<file path="src/rtl/inst_encoder.sv">
// Streaming RV32I instruction encoder.
// Packs opcode/register/funct fields and a signed immediate into a 32-bit instruction
// word for the selected format and flags immediates that do not fit or are misaligned.
// Valid/ready on both sides, one output register plus one skid register, 1-cycle latency.
module inst_encoder #(
    parameter bit          CHECK_EN  = 1'b1,
    parameter int unsigned ERR_CNT_W = 8
) (
    input  logic                 clk,
    input  logic                 rst,
    input  logic                 in_valid,
    output logic                 in_ready,
    input  logic [2:0]           fmt,
    input  logic [6:0]           opcode,
    input  logic [4:0]           rd,
    input  logic [4:0]           rs1,
    input  logic [4:0]           rs2,
    input  logic [2:0]           funct3,
    input  logic [6:0]           funct7,
    input  logic [31:0]          imm,
    output logic                 out_valid,
    input  logic                 out_ready,
    output logic [31:0]          inst,
    output logic                 err,
    output logic [ERR_CNT_W-1:0] err_cnt
);

    localparam logic [2:0] FMT_R   = 3'd0;
    localparam logic [2:0] FMT_I   = 3'd1;
    localparam logic [2:0] FMT_S   = 3'd2;
    localparam logic [2:0] FMT_SB  = 3'd3;
    localparam logic [2:0] FMT_U   = 3'd4;
    localparam logic [2:0] FMT_UJ  = 3'd5;
    localparam logic [2:0] FMT_CSR = 3'd6;

    localparam logic [31:0] NOP_WORD = 32'h0000_0013;

    // Per-format encodings and raw range/alignment flags
    logic [31:0] word_r;
    logic [31:0] word_i;
    logic [31:0] word_s;
    logic [31:0] word_sb;
    logic [31:0] word_u;
    logic [31:0] word_uj;
    logic [31:0] word_csr;
    logic        rng_12;
    logic        rng_13;
    logic        rng_21;
    logic        bad_i;
    logic        bad_sb;
    logic        bad_u;
    logic        bad_uj;
    logic        bad_csr;

    // Selected encoding for the word presented this cycle
    logic [31:0] enc_word;
    logic        enc_bad;
    logic        enc_err;

    // Output and skid storage
    logic                 out_valid_q, out_valid_d;
    logic [31:0]          out_inst_q, out_inst_d;
    logic                 out_err_q, out_err_d;
    logic                 skid_valid_q, skid_valid_d;
    logic [31:0]          skid_inst_q, skid_inst_d;
    logic                 skid_err_q, skid_err_d;
    logic [ERR_CNT_W-1:0] err_cnt_q, err_cnt_d;

    logic accept;
    logic out_free;
    logic out_fire;

    // Register-register format: immediate is not used
    always_comb begin
        word_r = {funct7, rs2, rs1, funct3, rd, opcode};
    end

    // I and S formats share the 12-bit signed range
    always_comb begin
        word_i = {imm[11:0], rs1, funct3, rd, opcode};
        word_s = {imm[11:5], rs2, rs1, funct3, imm[4:0], opcode};
        // Value fits in 12 signed bits when bits 31..11 are a pure sign extension
        rng_12 = (&imm[31:11]) | ~(|imm[31:11]);
        bad_i  = ~rng_12;
    end

    // Branch format: 13-bit signed, even byte offset
    always_comb begin
        word_sb = {imm[12], imm[10:5], rs2, rs1, funct3, imm[4:1], imm[11], opcode};
        rng_13  = (&imm[31:12]) | ~(|imm[31:12]);
        bad_sb  = ~rng_13 | imm[0];
    end

    // Upper-immediate format: low 12 bits must be zero
    always_comb begin
        word_u = {imm[31:12], rd, opcode};
        bad_u  = |imm[11:0];
    end

    // Jump format: 21-bit signed, even byte offset
    always_comb begin
        word_uj = {imm[20], imm[10:1], imm[11], imm[19:12], rd, opcode};
        rng_21  = (&imm[31:20]) | ~(|imm[31:20]);
        bad_uj  = ~rng_21 | imm[0];
    end

    // CSR format: imm carries {csr address, zimm} as an unsigned 17-bit value
    always_comb begin
        word_csr = {imm[16:5], imm[4:0], funct3, rd, opcode};
        bad_csr  = |imm[31:17];
    end

    // Format select; the invalid format always yields a flagged NOP
    always_comb begin
        enc_word = NOP_WORD;
        enc_bad  = 1'b0;
        enc_err  = 1'b1;
        case (fmt)
            FMT_R: begin
                enc_word = word_r;
                enc_bad  = 1'b0;
            end
            FMT_I: begin
                enc_word = word_i;
                enc_bad  = bad_i;
            end
            FMT_S: begin
                enc_word = word_s;
                enc_bad  = bad_i;
            end
            FMT_SB: begin
                enc_word = word_sb;
                enc_bad  = bad_sb;
            end
            FMT_U: begin
                enc_word = word_u;
                enc_bad  = bad_u;
            end
            FMT_UJ: begin
                enc_word = word_uj;
                enc_bad  = bad_uj;
            end
            FMT_CSR: begin
                enc_word = word_csr;
                enc_bad  = bad_csr;
            end
            default: begin
                enc_word = NOP_WORD;
                enc_bad  = 1'b1;
            end
        endcase
        if (fmt == 3'd7) begin
            enc_err = 1'b1;
        end else begin
            enc_err = CHECK_EN ? enc_bad : 1'b0;
        end
    end

    // Handshake qualifiers; ready depends only on stored state so it never loops back
    always_comb begin
        in_ready = ~rst & ~skid_valid_q;
        accept   = in_valid & in_ready;
        out_free = ~out_valid_q | out_ready;
        out_fire = out_valid_q & out_ready;
    end

    // Next-state for output register, skid register and error counter
    always_comb begin
        out_valid_d  = out_valid_q;
        out_inst_d   = out_inst_q;
        out_err_d    = out_err_q;
        skid_valid_d = skid_valid_q;
        skid_inst_d  = skid_inst_q;
        skid_err_d   = skid_err_q;
        err_cnt_d    = err_cnt_q;

        if (out_free) begin
            if (skid_valid_q) begin
                // Older skid word goes first; no accept is possible while skid is full
                out_valid_d  = 1'b1;
                out_inst_d   = skid_inst_q;
                out_err_d    = skid_err_q;
                skid_valid_d = 1'b0;
            end else if (accept) begin
                out_valid_d = 1'b1;
                out_inst_d  = enc_word;
                out_err_d   = enc_err;
            end else begin
                out_valid_d = 1'b0;
            end
        end else if (accept) begin
            skid_valid_d = 1'b1;
            skid_inst_d  = enc_word;
            skid_err_d   = enc_err;
        end

        if (out_fire && out_err_q && (err_cnt_q != {ERR_CNT_W{1'b1}})) begin
            err_cnt_d = err_cnt_q + {{(ERR_CNT_W-1){1'b0}}, 1'b1};
        end
    end

    // State registers with synchronous reset that drops any buffered words
    always_ff @(posedge clk) begin
        if (rst) begin
            out_valid_q  <= 1'b0;
            out_inst_q   <= 32'h0;
            out_err_q    <= 1'b0;
            skid_valid_q <= 1'b0;
            skid_inst_q  <= 32'h0;
            skid_err_q   <= 1'b0;
            err_cnt_q    <= '0;
        end else begin
            out_valid_q  <= out_valid_d;
            out_inst_q   <= out_inst_d;
            out_err_q    <= out_err_d;
            skid_valid_q <= skid_valid_d;
            skid_inst_q  <= skid_inst_d;
            skid_err_q   <= skid_err_d;
            err_cnt_q    <= err_cnt_d;
        end
    end

    assign out_valid = out_valid_q;
    assign inst      = out_inst_q;
    assign err       = out_err_q;
    assign err_cnt   = err_cnt_q;

endmodule
</file>
<file path="config.mk">
export PLATFORM = sky130hd
export DESIGN_NAME = inst_encoder
export DESIGN_NICKNAME = d
export VERILOG_FILES = /design/src/rtl/inst_encoder.sv
export SDC_FILE = /design/constraint.sdc
export NUM_CORES = 1
export LEC_CHECK = 0
export ABC_CLOCK_PERIOD_IN_PS = 1300
export BUFFER_PORTS_ARGS = -buffer_cell sky130_fd_sc_hd__buf_4
export CORE_MARGIN = 2
export CORE_UTILIZATION = 47
export CTS_CLUSTER_SIZE = 25
export DETAILED_ROUTE_END_ITERATION = 16
export PLACE_DENSITY_LB_ADDON = 0.08
export SETUP_SLACK_MARGIN = 0.2
export SYNTH_ARGS = -nofsm -noshare
export SYNTH_HDL_FRONTEND = slang
export SYNTH_SLANG_ARGS = --single-unit
</file>
<file path="constraint.sdc">
create_clock -name clk -period 1.3 [get_ports clk]
set_input_delay 0.13 -clock clk [delete_from_list [all_inputs] [get_ports clk]]
set_output_delay 0.13 -clock clk [all_outputs]
set_load 0.005 [all_outputs]
</file>
==> run summary, run 1 <==
Status - complete, but fails checks
Failing checks - setup timing
Clock buffer count from CTS - 9
Rows - 33
Ant diodes - 0
Mapped Cells - 491
Drt drc - 0
Clock latency on the worst-skew pair - 0.37 ns
Critical path fanouts, max - 6
Synth Net Count - 563
Hold Fails Final Rpt - 0
Total Wirelength - 19200 um
H-tree levels - 3
Startpoint types - flip-flop
CP cell instances - nor2b_4 > and3_4 > buf_6 > buf_6 > buf_12 > nor2_2 > nor3_1
Maximum clock rate - 653 MHz
Clock transition at the registers of the reported paths - 0.10 ns
Fraction of registers with async set/reset - 0%
Post-DRT Antenna Nets - 0
Synthesized area - 0.00395 mm2
Synth Flop Type - dfxtp_1
DP Wirelength - 9360 um
DR pass1 iterations - 5
Crit-path max cell delay - 0.38 ns
CTS tree - built
Worst rel slew slack - 66.4%
Dominant cell type by area after synthesis - dfxtp_1
First-pass GRT wire length - 26500 um
Final Setup Violations - 71
Crit-path slowest cell - dfxtp_4
IO Port Bufs - 113
Crit path required time - 1.56 ns
Largest net degree at the start of global routing - 34
Top cell by count, worst path - buf_6
First DRT Iteration DRCs - 503
Post-route clock period utilization - 118%
Top cells by area, synth - dfxtp_1 39%, mux2i_1 6.6%, nor2_1 6.3%
PnR worst setup slack - -0.231 ns
Placer Congestion - 0.930
Hold_ws - 0.0378 ns
Worst VDD drop - 0.801 mV
Area Growth Syn to Fin - 79.8%
# clock sinks - 76
WP data arrival - 1.79 ns
# Max-Cap Violations - 0
Layout Nets - 767
Vias/cell - 6.39
Crit path kind - reg2reg
Die X-Extent - 95.6 um
Starting Density - 48.3%
Worst slack, placed - -0.213 ns
Placeable Area - 0.00818 mm2
Root buffer cell - clkbuf_8
Commonest non-fill, non-tap cell in the layout - buf_4
Chip height - 95.6 um
Bufs on Longest Clock Path - 2
Setup Skew - 0.0143 ns
Number of synthesized flops with an enable pin - 0
Period minus WS final - 1.53 ns
Cell Pwr Density - 846 mW/mm2
Avg WL per Cell - 23.9 um
Commonest cells after routing, fill and taps aside - 177 x buf_4, 66 x dfxtp_1, 36 x nor2_1
Ports - 114
Sequential share of the synthesized area - 38.5%
Yosys Warn Count - 0
Post-synth cell types - 44
Vias in the first global route - 4911
Critical path capture point type - flip-flop
Worst-margin pin slew - 0.504 ns
RSZ-0062 raised after global routing - true
Via Count - 5138
Hold/Removal Path Class - in2reg
LEAKAGE - 0.00298 uW
FF+latch count, synth - 76
Total track usage - 38.7%
Syn Area/Cell - 8.04 um2
Grt ovf - 0
Share of the synthesized area in the top cell type - 38.5%
Pins over their slew limit - 0
Initial antenna violation count - 0
Die ar. - 0.00915 mm2
Fillers - 393
Share of layout cells above drive strength 1 - 55.9%
## cells in the mapped netlist, types with 2 or more instances
library cell and n:
mux2_2 5, nand2b_1 3, dfxtp_1 76, buf_2 14, a21oi_1 33, buf_1 2, nor2_1 66, a221o_1 7
o21ai_0 24, o2bb2ai_1 6, nand3_1 12, a22oi_1 13, o21a_1 2, xnor2_1 5, nand3b_1 11, nand2_1 46
and3_1 4, mux2i_1 26, nor3_1 29, a22o_1 6, a311oi_1 5, or3_1 2, clkbuf_1 22, buf_4 3
o221ai_1 3, o211ai_1 7, a41oi_1 2, a221oi_1 7, nor2b_1 12, nand4_1 6, nor4_1 6, inv_1 4
a211oi_1 11
## worst max-delay path: cells and delay by family (launching register included)
family | cells | cell delay [ns]
simple gates | 4 | 0.72
buf+inv | 3 | 0.32
flops | 1 | 0.38
## cells by family after synthesis
family | count (synthesis) | share of synthesized area (%)
flip-flops | 76 | 38.5
AO/OA/AOI/OAI | 131 | 22.9
AND/OR/NAND/NOR | 200 | 23.8
adder cells (fa/ha/maj) | 1 | 0.317
buffers and inverters | 46 | 5.10
XOR/XNOR | 6 | 1.33
multiplexers | 31 | 8.02
## layout make-up
type / instances / area, um2 / area share [%]
Sequential cell: 76 / 1550 / 21.8
Timing Repair Buffer: 232 / 2230 / 31.4
Clock inverter: 6 / 61.3 / 0.864
Inverter: 5 / 31.3 / 0.441
Multi-Input combinational cell: 371 / 2970 / 41.9
Tap cell: 105 / 131 / 1.85
Clock buffer: 9 / 124 / 1.75
## power by group
| part | switching, uW | internal [uW] | leakage, uW | total, uW |
|---|---|---|---|---|
| registers | 79.2 | 2410 | 0.000624 | 2490 |
| clock network | 1050 | 882 | 0.000100 | 1930 |
| logic | 796 | 788 | 0.00225 | 1580 |
| total | 1920 | 4080 | 0.00298 | 6000 |
## path summary, 6_finish.rpt
| path | start | to | slack [ns] | cells past startpoint |
|---|---|---|---|---|
| max | out_valid | skid_inst_q[22] | -0.23 | 7 |
| min | opcode[5] | skid_inst_q[5] | 0.04 | 3 |
| max reg2reg | out_valid | skid_inst_q[22] | -0.23 | 7 |
| min reg2reg | skid_inst_q[20] | skid_inst_q[20] | 0.47 | 2 |
## state kept, by name (all words and copies together) (netlist names)
register,count
err_cnt,8
skid_valid_q,1
inst,32
err,1
out_valid,1
skid_err_q,1
skid_inst_q,32
## metrics by stage
step                      cells  total power [uW]  TNS, ns  cell area [um2]  util, %
after floorplan             491              3100  -0.0177             4290        -
after global placement      744              3650    -2.91             5620     68.8
after detailed placement    744              3670    -4.17             5620     68.8
after CTS                   796              5670   -0.365             6740     82.4
after global routing        804              6140    -7.81             7100     86.8
final                       804              6000    -6.02             7100     86.8
## what timing repair did
action                     4_1_cts  5_1_grt
buffers inserted                24        8
setup endpoints to repair       79       84
gates cloned                    13        0
hold buffers                     0        0
pin swaps                       52       44
resized for setup              115       73
## per-layer routing
| layer | global-route usage [%] | part of all wire [%] | vias up |
|---|---|---|---|
| li1 | - | - | 2214 |
| met1 | 46.0 | 37 | 2418 |
| met2 | 64.7 | 48 | 396 |
| met3 | 6.88 | 8.7 | 110 |
| met4 | 23.1 | 6.5 | 0 |
| met5 | 0 | 0 | - |
(Power assumes the default switching activity.)
==> run 2: changes to the inputs <==
- BUFFER_PORTS_ARGS: -buffer_cell sky130_fd_sc_hd__buf_4 -> not set
- DONT_BUFFER_PORTS: not set -> 1
==> run summary, run 2 (same netlist as run 1, synthesis figures left out) <==
Vias in the first global route - 3789 (-23%)
Hold/Removal Path Class - in2reg
IO Port Bufs - 0 (-100%)
Die ar. - 0.00915 mm2 (unchanged)
Layout Nets - 607 (-21%)
Die X-Extent - 95.6 um (unchanged)
Commonest non-fill, non-tap cell in the layout - dfxtp_1
Switching power - 1420 uW (-26%)
Share of layout cells above drive strength 1 - 36.2% (-20 points)
Status - complete, but fails checks
Top cell by count, worst path - buf_6
Core Util, Final - 68.0% (-19 points)
Hold_ws - -0.176 ns (-0.214 ns)
Maximum clock rate - 714 MHz (+9.3%)
Placer Congestion - 0.907 (-2.4%)
Rows - 33 (unchanged)
Post-route clock period utilization - 108% (-10 points)
Hold Fails Final Rpt - 76 (+76)
Flop pwr share - 48.0% (+6.5 points)
Crit path kind - reg2reg
Crit-path slowest cell - dfxtp_4
Final Setup Violations - 42 (-41%)
Clock latency on the worst-skew pair - 0.36 ns (about the same)
Highest Signal Layer - met4
Met1 wire length - 5300 um (-24%)
Post-DRT Antenna Nets - 0 (unchanged)
Ant diodes - 0 (unchanged)
# Max-Cap Violations - 0 (unchanged)
DP Wirelength - 8040 um (-14%)
Period minus WS final - 1.40 ns (-0.131 ns)
Bufs on Longest Clock Path - 2 (unchanged)
Metal3 WL - 1090 um (-35%)
Pins over their slew limit - 0 (unchanged)
Top Family by Delay on Critical Path - buffers and inverters
Placeable Area - 0.00818 mm2 (unchanged)
Failing checks - hold timing, setup timing
Worst slack, placed - -0.165 ns (+0.0474 ns)
Chip height - 95.6 um (unchanged)
Vias/cell - 6.16 (-3.6%)
First-pass GRT wire length - 19200 um (-27%)
LEAKAGE - 0.00207 uW (-30%)
Clock transition at the registers of the reported paths - 0.09 ns (about the same)
# clock sinks - 76 (unchanged)
First DRT Iteration DRCs - 201 (-60%)
Drt drc - 0 (unchanged)
Overall power - 5200 uW (-13%)
Gate power share - 17.4% (-9.0 points)
Root buffer cell - clkbuf_8
Critical path fanouts, max - 5 (-1)
Worst VDD drop - 0.563 mV (-30%)
Crit path required time - 1.60 ns (+0.04 ns)
RSZ-0062 raised after global routing - true
Clock buffer count from CTS - 9 (unchanged)
Largest net degree at the start of global routing - 80 (+140%)
DR pass1 iterations - 4 (-1)
Worst-margin pin slew - 0.360 ns (-0.144 ns)
Grt ovf - 0 (unchanged)
Clock network power share - 34.6% (+2.5 points)
CP cell instances - nor2_4 > buf_6 > and3_4 > buf_12 > buf_6 > buf_16 > nand3_4 > a21oi_2
Avg WL per Cell - 19.8 um (-17%)
Area Growth Syn to Fin - 40.8%
WP data arrival - 1.70 ns (-0.09 ns)
Total Wirelength - 12800 um (-34%)
H-tree levels - 3 (unchanged)
Initial antenna violation count - 0 (unchanged)
PnR worst setup slack - -0.0998 ns (+0.131 ns)
P_int - 3770 uW (-7.5%)
Commonest cells after routing, fill and taps aside - 68 x dfxtp_1, 50 x nor2_1, 39 x nand2_1
Critical path capture point type - flip-flop
Crit-path max cell delay - 0.38 ns (about the same)
Worst rel slew slack - 75.8% (+9.4 points)
Starting Density - 48.3% (unchanged)
Startpoint types - flip-flop
Setup Skew - 0.0109 ns (-0.00338 ns)
Total track usage - 27.3% (-11 points)
Worst Path Buf+Inv - 4 (+1)
Sw frac - 27.4% (-4.7 points)
Via Count - 3968 (-23%)
CTS tree - built
Cell Pwr Density - 935 mW/mm2 (+11%)
Met2 WL - 6200 um (-33%)
Ports - 114 (unchanged)
## run 2: through the flow
step                area (um2)  instances  setup TNS [ns]
detailed placement        4470        597           -1.37
floorplan                 4290        491         -0.0177
CTS                       5270        636          -0.429
global route              5560        644           -4.56
global placement          4470        597          -0.607
finish                    5560        644           -1.88
## run 2: final timing paths
| check | startpoint | end | slack (ns) | cells past startpoint |
|---|---|---|---|---|
| worst max register to register | skid_valid_q | skid_inst_q[3] | -0.1 | 8 |
| worst min register to register | skid_inst_q[6] | skid_inst_q[6] | 0.46 | 2 |
| worst min-delay path | rst | err_cnt[3] | -0.18 | 1 |
| worst max-delay path | skid_valid_q | skid_inst_q[3] | -0.1 | 8 |
## run 2: power groups by stage
stage | registers, uW | clock network, uW | logic [uW]
3_3_place_gp | 2540 | 0 | 642
5_1_grt | 2510 | 1890 | 980
6_report | 2490 | 1800 | 906
4_1_cts | 2490 | 1810 | 820
3_5_place_dp | 2540 | 0 | 649
2_1_floorplan | 2520 | 0 | 581
## run 2: cell type report
class	instances	area [um2]
Clock buffer	9	124
Clock inverter	6	63.8
Fill cell	626	2620
Inverter	5	23.8
Multi-Input combinational cell	371	2800
Sequential cell	76	1540
Tap cell	105	131
Timing Repair Buffer	72	873
## run 2: worst register-to-register path: stages (launching register included)
cell     delay [ns]
dfxtp_4        0.38
nor2_4         0.12
buf_6          0.11
and3_4         0.23
buf_12         0.12
buf_6          0.10
buf_16         0.11
nand3_4        0.06
a21oi_2        0.12
## run 2: what timing repair did
action                                  in CTS  in global routing
endpoints found under the setup margin      74                 77
gates cloned                                 7                  4
endpoints found under the hold margin       76                 76
setup buffers                               17                  4
pin swaps                                   43                 30
gates resized for setup                     81                 39
## run 2: metal layers
layer	vias to the layer above	track usage, %
met3	13	8.93
met4	0	8.69
li1	1885	-
met5	-	0
met2	151	45.9
met1	1919	32.9
